===== src/rtl/mem_arbiter.sv =====
// rtl/mem_arbiter.sv - two-port round-robin arbiter sharing one line-wide main-memory port.
// Each winner's request is captured at grant so memory sees a stable copy for the whole transaction.
module mem_arbiter #(
   parameter int  LINE_ADDR_LEN = 3,
   parameter int  ADDR_LEN      = 10,
   localparam int LINE_W        = 32 * (2 ** LINE_ADDR_LEN)
) (
   input  logic                clk,
   input  logic                rst,

   input  logic                p0_rd_req,
   input  logic                p0_wr_req,
   input  logic [ADDR_LEN-1:0] p0_addr,
   input  logic [LINE_W-1:0]   p0_wr_line,
   output logic [LINE_W-1:0]   p0_rd_line,
   output logic                p0_gnt,
   output logic [15:0]         p0_grant_cnt,

   input  logic                p1_rd_req,
   input  logic                p1_wr_req,
   input  logic [ADDR_LEN-1:0] p1_addr,
   input  logic [LINE_W-1:0]   p1_wr_line,
   output logic [LINE_W-1:0]   p1_rd_line,
   output logic                p1_gnt,
   output logic [15:0]         p1_grant_cnt,

   output logic                m_rd_req,
   output logic                m_wr_req,
   output logic [ADDR_LEN-1:0] m_addr,
   output logic [LINE_W-1:0]   m_wr_line,
   input  logic [LINE_W-1:0]   m_rd_line,
   input  logic                m_gnt,

   output logic                protocol_err
);

   typedef enum logic [1:0] {
      IDLE  = 2'd0,
      BUSY0 = 2'd1,
      BUSY1 = 2'd2
   } state_t;

   state_t              state, state_nxt;
   logic                last_winner, last_winner_nxt;
   logic                win_valid;
   logic                win_port;

   logic                lat_rd, lat_wr;
   logic [ADDR_LEN-1:0] lat_addr;
   logic [LINE_W-1:0]   lat_line;

   logic                req0, req1;
   logic                sel_rd, sel_wr;
   logic [ADDR_LEN-1:0] sel_addr;
   logic [LINE_W-1:0]   sel_line;
   logic                busy;
   logic                done0, done1;

   assign req0 = p0_rd_req | p0_wr_req;
   assign req1 = p1_rd_req | p1_wr_req;

   always_comb begin
      state_nxt       = state;
      last_winner_nxt = last_winner;
      win_valid       = 1'b0;
      win_port        = 1'b0;
      case (state)
         IDLE: begin
            if (req0 && req1) begin
               win_valid = 1'b1;
               win_port  = ~last_winner;
            end else if (req0) begin
               win_valid = 1'b1;
               win_port  = 1'b0;
            end else if (req1) begin
               win_valid = 1'b1;
               win_port  = 1'b1;
            end
            if (win_valid) begin
               state_nxt       = win_port ? BUSY1 : BUSY0;
               last_winner_nxt = win_port;
            end
         end
         BUSY0, BUSY1: begin
            if (m_gnt) state_nxt = IDLE;
         end
         default: state_nxt = IDLE;
      endcase
   end

   // Simultaneous rd+wr from a requester is treated as a write.
   assign sel_rd   = win_port ? p1_rd_req  : p0_rd_req;
   assign sel_wr   = win_port ? p1_wr_req  : p0_wr_req;
   assign sel_addr = win_port ? p1_addr    : p0_addr;
   assign sel_line = win_port ? p1_wr_line : p0_wr_line;

   assign busy  = (state == BUSY0) || (state == BUSY1);
   assign done0 = m_gnt && (state == BUSY0);
   assign done1 = m_gnt && (state == BUSY1);

   always_ff @(posedge clk or posedge rst) begin
      if (rst) begin
         state        <= IDLE;
         last_winner  <= 1'b1;
         lat_rd       <= 1'b0;
         lat_wr       <= 1'b0;
         lat_addr     <= '0;
         lat_line     <= '0;
         protocol_err <= 1'b0;
         p0_grant_cnt <= '0;
         p1_grant_cnt <= '0;
      end else begin
         state       <= state_nxt;
         last_winner <= last_winner_nxt;
         if (win_valid) begin
            lat_wr   <= sel_wr;
            lat_rd   <= sel_rd & ~sel_wr;
            lat_addr <= sel_addr;
            lat_line <= sel_line;
         end
         if ((p0_rd_req && p0_wr_req) || (p1_rd_req && p1_wr_req))
            protocol_err <= 1'b1;
         if (done0 && (p0_grant_cnt != 16'hFFFF))
            p0_grant_cnt <= p0_grant_cnt + 16'd1;
         if (done1 && (p1_grant_cnt != 16'hFFFF))
            p1_grant_cnt <= p1_grant_cnt + 16'd1;
      end
   end

   // Memory side sees only the latched copy, and nothing outside a transaction.
   assign m_rd_req  = busy & lat_rd;
   assign m_wr_req  = busy & lat_wr;
   assign m_addr    = busy ? lat_addr : '0;
   assign m_wr_line = busy ? lat_line : '0;

   assign p0_gnt     = done0;
   assign p1_gnt     = done1;
   assign p0_rd_line = m_rd_line;
   assign p1_rd_line = m_rd_line;

endmodule


===== config.mk =====
export PLATFORM = sky130hd
export DESIGN_NAME = mem_arbiter
export DESIGN_NICKNAME = d
export VERILOG_FILES = /design/src/rtl/mem_arbiter.sv
export SDC_FILE = /design/constraint.sdc
export NUM_CORES = 1
export LEC_CHECK = 0
export CELL_PAD_IN_SITES_DETAIL_PLACEMENT = 0
export CELL_PAD_IN_SITES_GLOBAL_PLACEMENT = 1
export CORE_AREA = 2 2 622 624
export DETAILED_ROUTE_END_ITERATION = 8
export DIE_AREA = 0 0 624 626
export PLACE_DENSITY = 0.37
export SLEW_MARGIN = 25
export SYNTH_ARGS = -nofsm -noshare
export SYNTH_HDL_FRONTEND = slang
export SYNTH_SLANG_ARGS = --single-unit

===== constraint.sdc =====
create_clock -name clk -period 27 [get_ports clk]
set_input_delay 2.7 -clock clk [delete_from_list [all_inputs] [get_ports clk]]
set_output_delay 2.7 -clock clk [all_outputs]
set_load 0.03 [all_outputs]

# Word-level counts from Yosys, hierarchy flattened
# Cells that the tools add are included.
[classes] addsub=2 n_eq_ne=6 n_mux=19 bitwise_logic=7 reduce_logical=13
[op_table] op="two-way mux 256 bit" count=2
[op_table] op="adder 16 x 1 -> 16 bit, second input constant" count=2
[op_table] op="inequality test 16 bit, second input constant" count=2
[op_table] op="two-way mux 10 bit" count=2
[op_table] op="two-way mux 1 bit" count=11
[op_table] op="logical AND 1 bit" count=7
[op_table] op="two-way mux 2 bit" count=3
[op_table] op="one-hot mux 2 bit (2 select lines)" count=1
[op_table] op="AND reduction 2 bit" count=2
[op_table] op="bitwise AND 1 bit" count=3
[op_table] op="== test 2 x 1 -> 1 bit, second input constant" count=1
[op_table] op="== test 2 bit, second input constant" count=1
[op_table] op="logical NOT 2 bit" count=1
[op_table] op="logical OR 1 bit" count=2
[op_table] op="inequality test 2 x 1 -> 1 bit, second input constant" count=1
[op_table] op="inequality test 2 bit, second input constant" count=1
[op_table] op="NOT 1 bit" count=2
[op_table] op="bitwise OR 1 bit" count=2
[op_table] op="OR reduction 2 bit" count=1
[totals] reg_bits=304 in_bits=795 elab_cells=56

# Longest topological paths before layout
# Gate-level depths: netlist (run 1).
[logic_depth] word_depth=9 depth_mapped=8 depth_no_buf=6

# Least setup slack after synthesis (run 1)
# No wires, ideal clock.
[synth_path] path_kind="input-to-output" from="input m_gnt" to="output p0_gnt" t_arrival_ns=3.059 t_required_ns=24.300 path_slack_ns=21.241 cell_stages=2 n_path_buf=0 cell_sequence="nand2_1 > inv_1"
[synth_via] elab_chain_cells=1
[synth_lines] element="start, declared" line_no="32" text="input logic m_gnt,"
[synth_lines] element="logical AND 1 bit" line_no="98" text="assign done0 = m_gnt && (state == BUSY0);"
[synth_lines] element="end, declared" line_no="16" text="output logic p0_gnt,"
# No other way between the ends.

# Worst setup path after layout (run 1)
[layout_path] from="input m_gnt" to="output p1_gnt"
[layout_via] elab_chain_cells=1
[layout_lines] element="logical AND 1 bit" line_no="99" text="assign done1 = m_gnt && (state == BUSY1);"
[layout_lines] element="end, declared" line_no="24" text="output logic p1_gnt,"
# No other way between the ends.

==> results of run 1 <==
-- flip-flops by register name (all words and copies together), names as in the netlist --
name and count:
last_winner 1, state 2, p1_grant_cnt 16, lat_addr 10, lat_line 256, p0_grant_cnt 16, protocol_err 1, lat_wr 1
lat_rd 1
-- Yosys cell counts (all sizes together) (7+ instances only) --
cell type / instances / area share
buf: 576 / 0.21
dfrtp: 303 / 0.38
nand2: 281 / 0.054
and2: 269 / 0.085
o21ai: 269 / 0.068
mux2i: 266 / 0.13
clkbuf: 56 / 0.011
nand3: 12 / 0.0030
xor2: 12 / 0.0053
a21oi: 11 / 0.0028
nand4: 11 / 0.0038
xnor2: 10 / 0.0044
inv: 8 / 0.0015
nor2: 8 / 0.0016
nor3: 8 / 0.0020
and3: 7 / 0.0022
nor4: 7 / 0.0036
-- metal layers --
layer / vias to the layer above / share of wire / GRT usage
met5: - / 0.0044 / 0.008643
li1: 7214 / - / -
met2: 1528 / 0.45 / 0.1699
met1: 7599 / 0.33 / 0.1009
met3: 596 / 0.17 / 0.08421
met4: 112 / 0.036 / 0.02950
-- area by class of cell --
cell class,count,area [sq um]
Inverter,8,37.54
Antenna cell,52,130.1
Fill cell,44590,352300
Tap cell,5060,6331
Timing Repair Buffer,862,8602
Sequential cell,304,7609
Clock inverter,13,180.2
Multi-Input combinational cell,1206,7671
Clock buffer,72,1390
-- through the flow --
| stage | utilization | setup WS (ns) | instances | cell area, sq um | power, mW |
|---|---|---|---|---|---|
| floorplan | - | 15.90 | 2150 | 19730 | 2.004 |
| global placement | 0.07864 | 19.69 | 7439 | 30220 | 2.800 |
| detailed placement | 0.07871 | 19.70 | 7440 | 30250 | 2.800 |
| CTS | 0.08280 | 19.70 | 7525 | 31820 | 3.489 |
| global route | 0.08288 | 19.68 | 7536 | 31850 | 3.608 |
| finish | 0.08315 | 19.85 | 7577 | 31950 | 3.375 |
-- tightest hold or removal path: stages, from the launching register on --
cell and delay [ns]:
dfrtp_1 0.33, nand2_1 0.04, o21ai_0 0.06
-- kinds of logic after synthesis --
| kind of cell | share of synthesized area |
|---|---|
| compound gates | 0.07564 |
| xor+xnor | 0.009764 |
| fa+ha+maj | 0.003170 |
| buf+inv | 0.2272 |
| flops | 0.3856 |
| mux | 0.1372 |
| simple gates | 0.1615 |
-- worst paths after layout --
kind / from / endpoint / slack, ns
max: m_gnt / p1_gnt / 19.85
min: lat_line[223] / lat_line[223] / 0.47
max reg2reg: state[0] / lat_line[136] / 23.01
min reg2reg: lat_line[223] / lat_line[223] / 0.47
max in group asynchronous: rst / lat_line[221] / 22.01
min in group asynchronous: rst / lat_line[112] / 2.43
-- where the power goes --
| part | internal (mW) | switching [mW] |
|---|---|---|
| registers | 0.670 | 0.185 |
| logic | 0.718 | 1.15 |
| clock network | 0.390 | 0.259 |
==> metrics.md, run 1 <==
| Metric | Value |
|---|---|
| Status | `finished, final reports clean` |
| Number of global-route vias before repair | `16880` |
| Largest net degree at the start of global routing | `106` |
| Clk_lat worst skew | `0.66 ns` |
| Hold Path Stages | `2` |
| Slowest library cell on the worst path | `clkdlybuf4s50_1` |
| Clk_skew | `0.03317 ns` |
| I/O Buffers | `841` |
| Wirelength per Cell | `27.97 um` |
| Leading cell type in the layout, fill and taps excluded | `clkdlybuf4s50_1` |
| R2r worst-path depth | `7` |
| Max-slew headroom | `0.3507` |
| Global placer's final weighted congestion | `0.8477` |
| Cts hold-fix bufs | `0` |
| Crit Path Class | `input pin to output pin` |
| RSZ-0062 raised after global routing | `no` |
| CTS root buf | `clkbuf_16` |
| Overall routing resource usage | `0.1049` |
| Worst Path Buf+Inv | `3` |
| Static Leak | `11.41 nW` |
| CTS clk-pin slew, worst paths | `0.05 ns` |
| # clock sinks | `304` |
| Critical path launch point type | `input pin` |
| Max_cap viols | `0` |
| Largest delay share family, worst path | `buffers and inverters` |
| Post-DRT Antenna Nets | `0` |
| Worst hold path class | `flop to flop` |
| Fin crit share | `0.2647` |
| DRT iter0 DRCs | `927` |
| Num rows | `228` |
| IO Count | `1610` |
| Max VDD drop | `0.05040 mV` |
| Synth cell types | `49` |
| First-pass GRT wire length | `250600 um` |
| Slew @ Worst Pin | `0.9739 ns` |
| Share of cells above drive strength 1 | `0.04584` |
| Grt ovf | `0` |
| CP arrival | `4.45 ns` |
| Setup Total Neg Slack | `0 ns` |
| Layout Nets | `3229` |
| Mapped Area | `19730 sq um` |
| Fmax | `0.1399 GHz` |
| # DRC | `0` |
| Final hold vios | `0` |
| Area grow syn2layout | `61.91%` |
| Crit path depth | `4` |
| CP Cell Sequence | `clkdlybuf4s50_1, nand2_4, inv_1, clkdlybuf4s50_1` |
| Minimum clock period | `7.148 ns` |
| Clk buf depth | `3` |
| Pwr dens | `105.6 nW/um^2` |
| Post CTS Setup Buffer Count | `0` |
| Avg Vias per Cell | `2.250` |
| Fin. max-slew vios | `0` |
| Die footprint | `390600 sq um` |
| Ys flop type | `dfrtp_1` |
| CTS Buf Count | `47` |
| H-tree depth | `2` |
| Synthesized instance count | `2150` |
| Most frequent cells in the layout | `837 x clkdlybuf4s50_1, 303 x dfrtp_1, 280 x nand2_1, 269 x and2_1, 266 x mux2i_1` |
| Initial antenna violation count | `268` |
| CP most frequent cell | `clkdlybuf4s50_1` |
| CP required | `24.30 ns` |
| Via Count | `17050` |
| Chip width | `624 um` |
| Syn nets | `2950` |
| Register area share after synthesis | `0.3856` |
| Crit Path Max Fanout | `10` |
| Starting Density | `0.05136` |
| FFs w/ async S/R, synth | `1.000` |
| # resized after CTS | `0` |
| HPWL after DPL | `189600 um` |
| Largest stage delay, worst path | `0.87 ns` |
| Drt total wl | `211900 um` |
| Final setup fails | `0` |
| Die Ht | `626 um` |
| Final hold slack | `0.4662 ns` |
| Yosys reg bits | `304` |
| CTS tree | `built` |
| 1st-pass router iterations | `5` |
| Syn avg cell area | `9.179 sq um` |
| CP Capture Type | `output pin` |
| Synthesis Warnings | `0` |
| EDFF count, synth | `0` |
| Core area | `384300 sq um` |
No activity file was read; power rests on OpenSTA's default activity.
==> inputs of run 2 (changes only) <==
--- a/config.mk
+++ b/config.mk
@@ -7,10 +7,10 @@
 export LEC_CHECK = 0
 export CELL_PAD_IN_SITES_DETAIL_PLACEMENT = 0
 export CELL_PAD_IN_SITES_GLOBAL_PLACEMENT = 1
-export CORE_AREA = 2 2 622 624
+export CORE_AREA = 2 2 635 637
 export DETAILED_ROUTE_END_ITERATION = 8
-export DIE_AREA = 0 0 624 626
-export PLACE_DENSITY = 0.37
+export DIE_AREA = 0 0 637 639
+export PLACE_DENSITY = 0.36
 export SLEW_MARGIN = 25
 export SYNTH_ARGS = -nofsm -noshare
 export SYNTH_HDL_FRONTEND = slang
==> constraint.sdc (replaced) <==
create_clock -name clk -period 6.7 [get_ports clk]
set_input_delay 0.67 -clock clk [delete_from_list [all_inputs] [get_ports clk]]
set_output_delay 0.67 -clock clk [all_outputs]
set_load 0.03 [all_outputs]
==> metrics.md, run 2 (synthesis gave the netlist of run 1 again) <==
| Metric | Value |
|---|---|
| Crit. Startpoint | `state[0]` |
| Worst hold path class | `flop to flop` |
| Via Count | `17220 (+1.0%)` |
| CTS tree | `built` |
| Layout Nets | `3236 (+0.22%)` |
| Biggest regs | `lat_line: 256 flops, p0_grant_cnt: 16 flops, p1_grant_cnt: 16 flops` |
| Final setup fails | `0 (unchanged)` |
| Final setup margin | `2.534 ns (-17.32 ns)` |
| Largest reg by FF count | `lat_line` |
| Max VDD drop | `0.2748 mV (+450%)` |
| # DRC | `0 (unchanged)` |
| Crit Path Max Fanout | `125 (+115)` |
| CP required | `6.03 ns (-18.27 ns)` |
| Die footprint | `407000 sq um (+4.2%)` |
| Minimum clock period | `4.166 ns` |
| Drt total wl | `208100 um (-1.8%)` |
| Reg2reg start | `last_winner` |
| Die Ht | `639 um (+2.1%)` |
| Fin. max-slew vios | `0 (unchanged)` |
| Fill cells | `46560 (+4.4%)` |
| Most frequent cells in the layout | `838 x clkdlybuf4s50_1, 303 x dfrtp_1, 280 x nand2_1, 269 x and2_1, 266 x mux2i_1` |
| Met2 Track Usage GR | `0.1654 (-0.004544)` |
| Post CTS Setup Buffer Count | `0 (unchanged)` |
| Area grow syn2layout | `64.54%` |
| Register-to-register setup slack | `4.03 ns (-18.98 ns)` |
| Final hold vios | `0 (unchanged)` |
| Max reg flops | `256 (unchanged)` |
| Clk_skew | `0.04836 ns (+0.01519 ns)` |
| # resized after CTS | `0 (unchanged)` |
| DRT iter0 DRCs | `908 (-2.0%)` |
| Largest net degree at the start of global routing | `183 (+73%)` |
| Number of global-route vias before repair | `17170 (+1.7%)` |
| I/O Buffers | `841 (unchanged)` |
| Critical path launch point type | `flop` |
| CP arrival | `3.50 ns (-0.95 ns)` |
| Clk_lat worst skew | `0.72 ns (+0.06 ns)` |
| First-pass GRT wire length | `247500 um (-1.3%)` |
| Static Leak | `11.53 nW (+1.1%)` |
| Leading cell type in the layout, fill and taps excluded | `clkdlybuf4s50_1` |
| GR Layer Usage met1 | `0.08838 (-0.01251)` |
| Starting Density | `0.04923 (-0.002125)` |
| Fin crit share | `0.6218` |
| Post-place setup slack | `2.952 ns (-16.75 ns)` |
| Post-DRT Antenna Nets | `0 (unchanged)` |
| Cts hold-fix bufs | `0 (unchanged)` |
| Clk buf depth | `3 (unchanged)` |
| Num rows | `233 (+2.2%)` |
| Overall routing resource usage | `0.09870 (-0.006178)` |
| HPWL after DPL | `184700 um (-2.6%)` |
| CTS Buf Count | `49 (+4.3%)` |
| Fmax | `0.2400 GHz` |
| Grt ovf | `0 (unchanged)` |
| Share of cells above drive strength 1 | `0.05133 (+0.005492)` |
| Chip width | `637 um (+2.1%)` |
| Max_cap viols | `0 (unchanged)` |
| Worst r2r dst | `lat_line[41]` |
| RSZ-0062 raised after global routing | `no` |
| Pwr dens | `431.7 nW/um^2 (+310%)` |
| # clock sinks | `304 (unchanged)` |
| Initial antenna violation count | `246 (-8.2%)` |
| CTS clk-pin slew, worst paths | `0.05 ns (about the same)` |
| H-tree depth | `2 (unchanged)` |
| Slew @ Worst Pin | `1.057 ns (+0.08282 ns)` |
| Global placer's final weighted congestion | `0.7975 (-5.9%)` |
| Wirelength per Cell | `26.72 um (-4.5%)` |
| CTS root buf | `clkbuf_16` |
| IO Count | `1610 (unchanged)` |
| Setup Total Neg Slack | `0 ns (unchanged)` |
| Core area | `400900 sq um (+4.3%)` |
| R2r worst-path depth | `6 (-1)` |
| Avg Vias per Cell | `2.211 (-1.7%)` |
| Status | `finished, final reports clean` |
| M3 GR Usage | `0.08233 (-0.001878)` |
| Grt peak-use layer | `met2` |
| Max-slew headroom | `0.2955 (-0.05522)` |
| Crit Path Class | `flop to output pin` |
| 1st-pass router iterations | `4 (-1)` |
| Critical Path Sink | `m_wr_line[88]` |
| CP Capture Type | `output pin` |
-- run 2: worst max-delay path: stages (launching register included) --
cell and delay [ns]:
dfrtp_1 0.39, inv_1 0.11, ha_4 0.56, buf_12 0.31, and2_1 0.24, clkdlybuf4s50_1 0.86
-- run 2: cell type report --
| cell class | instances | area, sq um | area share |
|---|---|---|---|
| repair buffers | 867 | 8746 | 0.2694 |
| inverters | 8 | 33.78 | 0.001040 |
| clock inverters | 22 | 312.8 | 0.009634 |
| well taps | 5287 | 6615 | 0.2037 |
| flip-flops and latches | 304 | 7609 | 0.2343 |
| clock buffers | 67 | 1415 | 0.04358 |
| multi-input cells | 1206 | 7671 | 0.2363 |
| diodes | 27 | 67.56 | 0.002081 |
-- run 2: through the flow --
stage	instance area (sq um)	hold slack, ns	total power [mW]	utilization	instances
3_5_place_dp	30650	0.4622	11.45	0.07645	7671
6_report	32470	0.4681	14.02	0.08100	7788
3_3_place_gp	30620	0.4561	11.41	0.07639	7670
4_1_cts	32370	0.4606	14.51	0.08076	7760
2_1_floorplan	19740	0.4390	8.077	-	2150
5_1_grt	32410	0.4947	14.96	0.08086	7765
-- run 2: worst min path at each step --
stage,startpoint,to,slack [ns],cells after the start
2_1_floorplan,lat_rd,lat_rd,0.44,2
3_3_place_gp,lat_line[214],lat_line[214],0.46,2
3_5_place_dp,lat_line[192],lat_line[192],0.46,2
4_1_cts,p0_wr_line[164],lat_line[164],0.46,3
5_1_grt,lat_line[192],lat_line[192],0.49,2
6_report,lat_line[218],lat_line[218],0.47,2
-- run 2: routing by layer --
layer / vias up / wire (um)
met3: 660 / 37550
li1: 7192 / -
met2: 1466 / 97680
met5: - / 1183
met1: 7767 / 63720
met4: 134 / 8001
-- run 2: power by group --
group	switching, mW	internal, mW
combinational	4.60	2.96
sequential	0.895	2.70
clock	1.15	1.71
total	6.65	7.37
==> patch (settings of run 2) <==
Set the parameter `ADDR_LEN` to 11 (it was 10).
--- a/src/rtl/mem_arbiter.sv
+++ b/src/rtl/mem_arbiter.sv
@@ -4,3 +4,3 @@
    parameter int  LINE_ADDR_LEN = 3,
-   parameter int  ADDR_LEN      = 10,
+   parameter int  ADDR_LEN      = 11,
    localparam int LINE_W        = 32 * (2 ** LINE_ADDR_LEN)
Ports: changed (resized m_addr, p0_addr and p1_addr); port bits go from 1610 to 1613. No check against the original RTL was run, so the function may have changed too.
==> patch against run 2 <==
First-iteration DRC count down 10%. Maximum frequency fell by 4.4%. Total power down 2.2%. Sequential power fell by 4%. Die area stayed put. Final area shrank 0.80%. Sequential cell count grew 1. Synthesized area is 0.35% lower. Worst setup slack lost 190 ps. Routed wire length down 1.8%. Count of clock-buffer cells in the layout grew 4. Final cell count barely moved. Via count fell by 2.0%. Largest cell class unchanged. Largest power group unchanged.
==> patch: results (changes against run 2) <==
OUTCOME
------------------------------------------------------------------------------
Run status                                                        finished, final reports clean   unchanged

GRT
------------------------------------------------------------------------------
Routing usage on met3                                                   6.844%   was 8.233%
Wire length of the first global-routing pass                         243400 um   was 247500 um
Routing usage on met2                                                   15.97%   was 16.54%
Number of global-route vias before repair                                16875   was 17171
Met1 track demand over resource                                         9.510%   was 8.838%

POWER
------------------------------------------------------------------------------
Overall power of the completed layout                                 13.71 mW   was 14.02 mW
Worst VDD drop                                                       0.2848 mV   was 0.2748 mV
Switching pwr                                                         6.460 mW   was 6.645 mW
Leakage power figure                                                  11.33 nW   was 11.53 nW
Combinational share of power                                             55.6%   was 53.9%
Relative contribution of sequential cells to total power                 25.1%   was 25.7%

ROUTE
------------------------------------------------------------------------------
Final Routed Wirelength                                              204300 um   was 208100 um
Avg Vias per Cell                                                        2.166   was 2.211
Number of detailed-routing iterations run before antenna repair              5   was 4
Initial DRC count                                                          814   was 908

SYNTH
------------------------------------------------------------------------------
Leading post-synthesis cells by instance count                    539 x sky130_fd_sc_hd__buf_4, 304 x sky130_fd_sc_hd__dfrtp_1, 286 x sky130_fd_sc_hd__nand2_1   was 536 x sky130_fd_sc_hd__buf_4, 303 x sky130_fd_sc_hd__dfrtp_1, 280 x sky130_fd_sc_hd__nand2_1
Post-Syn Instances                                                        2134   was 2150
Top area cells in the synthesized netlist                         sky130_fd_sc_hd__dfrtp_1 39%, sky130_fd_sc_hd__buf_4 21%, sky130_fd_sc_hd__mux2i_1 14%   was sky130_fd_sc_hd__dfrtp_1 38%, sky130_fd_sc_hd__buf_4 20%, sky130_fd_sc_hd__mux2i_1 13%
Number of library cell types mapped by synthesis                            42   was 49
Sequential-to-total area share from yosys stat                          38.82%   was 38.56%

FINISH
------------------------------------------------------------------------------
Fin util                                                                8.035%   was 8.100%
Net count reported at finish                                              3215   was 3236
Non-Filler Instances                                                      7791   was 7788

PLACEMENT
------------------------------------------------------------------------------
Placer congestion estimate                                              0.7834   was 0.7975
Worst slack after detailed placement                                   2858 ps   was 2952 ps
Detailed-placement wirelength estimate                               179400 um   was 184700 um
Placed cells                                                              7650   was 7671
Number of input and output port buffers inserted                           844   was 841
Standard cell area after detailed placement                         30510 um^2   was 30650 um^2

STA
------------------------------------------------------------------------------
Worst rel slew slack                                                    34.55%   was 29.55%
Clock skew after layout                                               49.81 ps   was 48.36 ps

SETUP PATH
------------------------------------------------------------------------------
Critical-path maximum fanout                                                93   was 125
Worst endpoint data arrival time                                       3690 ps   was 3500 ps

CLOCKING
------------------------------------------------------------------------------
TritonCTS buffer count                                                      48   was 49
Post-CTS setup buffer count                                                  0   unchanged
Worst-Skew Late Latency                                                 700 ps   was 720 ps

MIN PATH
------------------------------------------------------------------------------
HP Class                                                          input pin to asynchronous set/reset pin   was flip-flop to flip-flop

## patch: path summary, 6_finish.rpt
| check | from | to | slack, ps | depth (start not counted) |
|---|---|---|---|---|
| worst max-delay path | state[0] | m_wr_line[29] | 2340 | 5 |
| worst min-delay path | rst | lat_line[235] | 360 | 2 |
| worst max register to register | last_winner | lat_line[184] | 4130 | 5 |
| worst min register to register | lat_line[84] | lat_line[84] | 470 | 2 |
| max in group asynchronous | rst | lat_line[31] | 4720 | 4 |
| min in group clk | lat_line[84] | lat_line[84] | 470 | 2 |
## patch: kinds of logic (layout without fill, tap and decap cells)
group / after synthesis / after routing / synth area share (%)
buffers and inverters: 641 / 951 / 22.91
flip-flops: 305 / 305 / 38.82
adder cells (fa/ha/maj): 5 / 5 / 0.3181
AO/OA/AOI/OAI: 282 / 282 / 7.361
AND/OR/NAND/NOR: 603 / 603 / 15.59
multiplexers: 270 / 270 / 13.76
XOR/XNOR: 28 / 28 / 1.247
other: 0 / 60 / 0
## patch: routing by layer
metal / up-vias / share of wire (%)
li1: 7118 / -
met1: 7604 / 33
met2: 1435 / 46
met3: 611 / 15
met4: 110 / 4.1
met5: - / 0.48
## patch: worst max-delay path, stage by stage (launching register included)
cell and delay [ps]:
sky130_fd_sc_hd__dfrtp_1 390, sky130_fd_sc_hd__inv_1 120, sky130_fd_sc_hd__ha_4 510, sky130_fd_sc_hd__buf_4 690
sky130_fd_sc_hd__and2_1 290, sky130_fd_sc_hd__clkdlybuf4s50_1 860
## patch: final cells by class
class | instances | area (um^2)
Antenna cell | 60 | 150.1
Fill cell | 46658 | 368600
Sequential cell | 305 | 7634
Timing Repair Buffer | 861 | 8677
Inverter | 9 | 37.54
Clock inverter | 10 | 141.4
Clock buffer | 71 | 1400
Multi-Input combinational cell | 1188 | 7555
Tap cell | 5287 | 6615
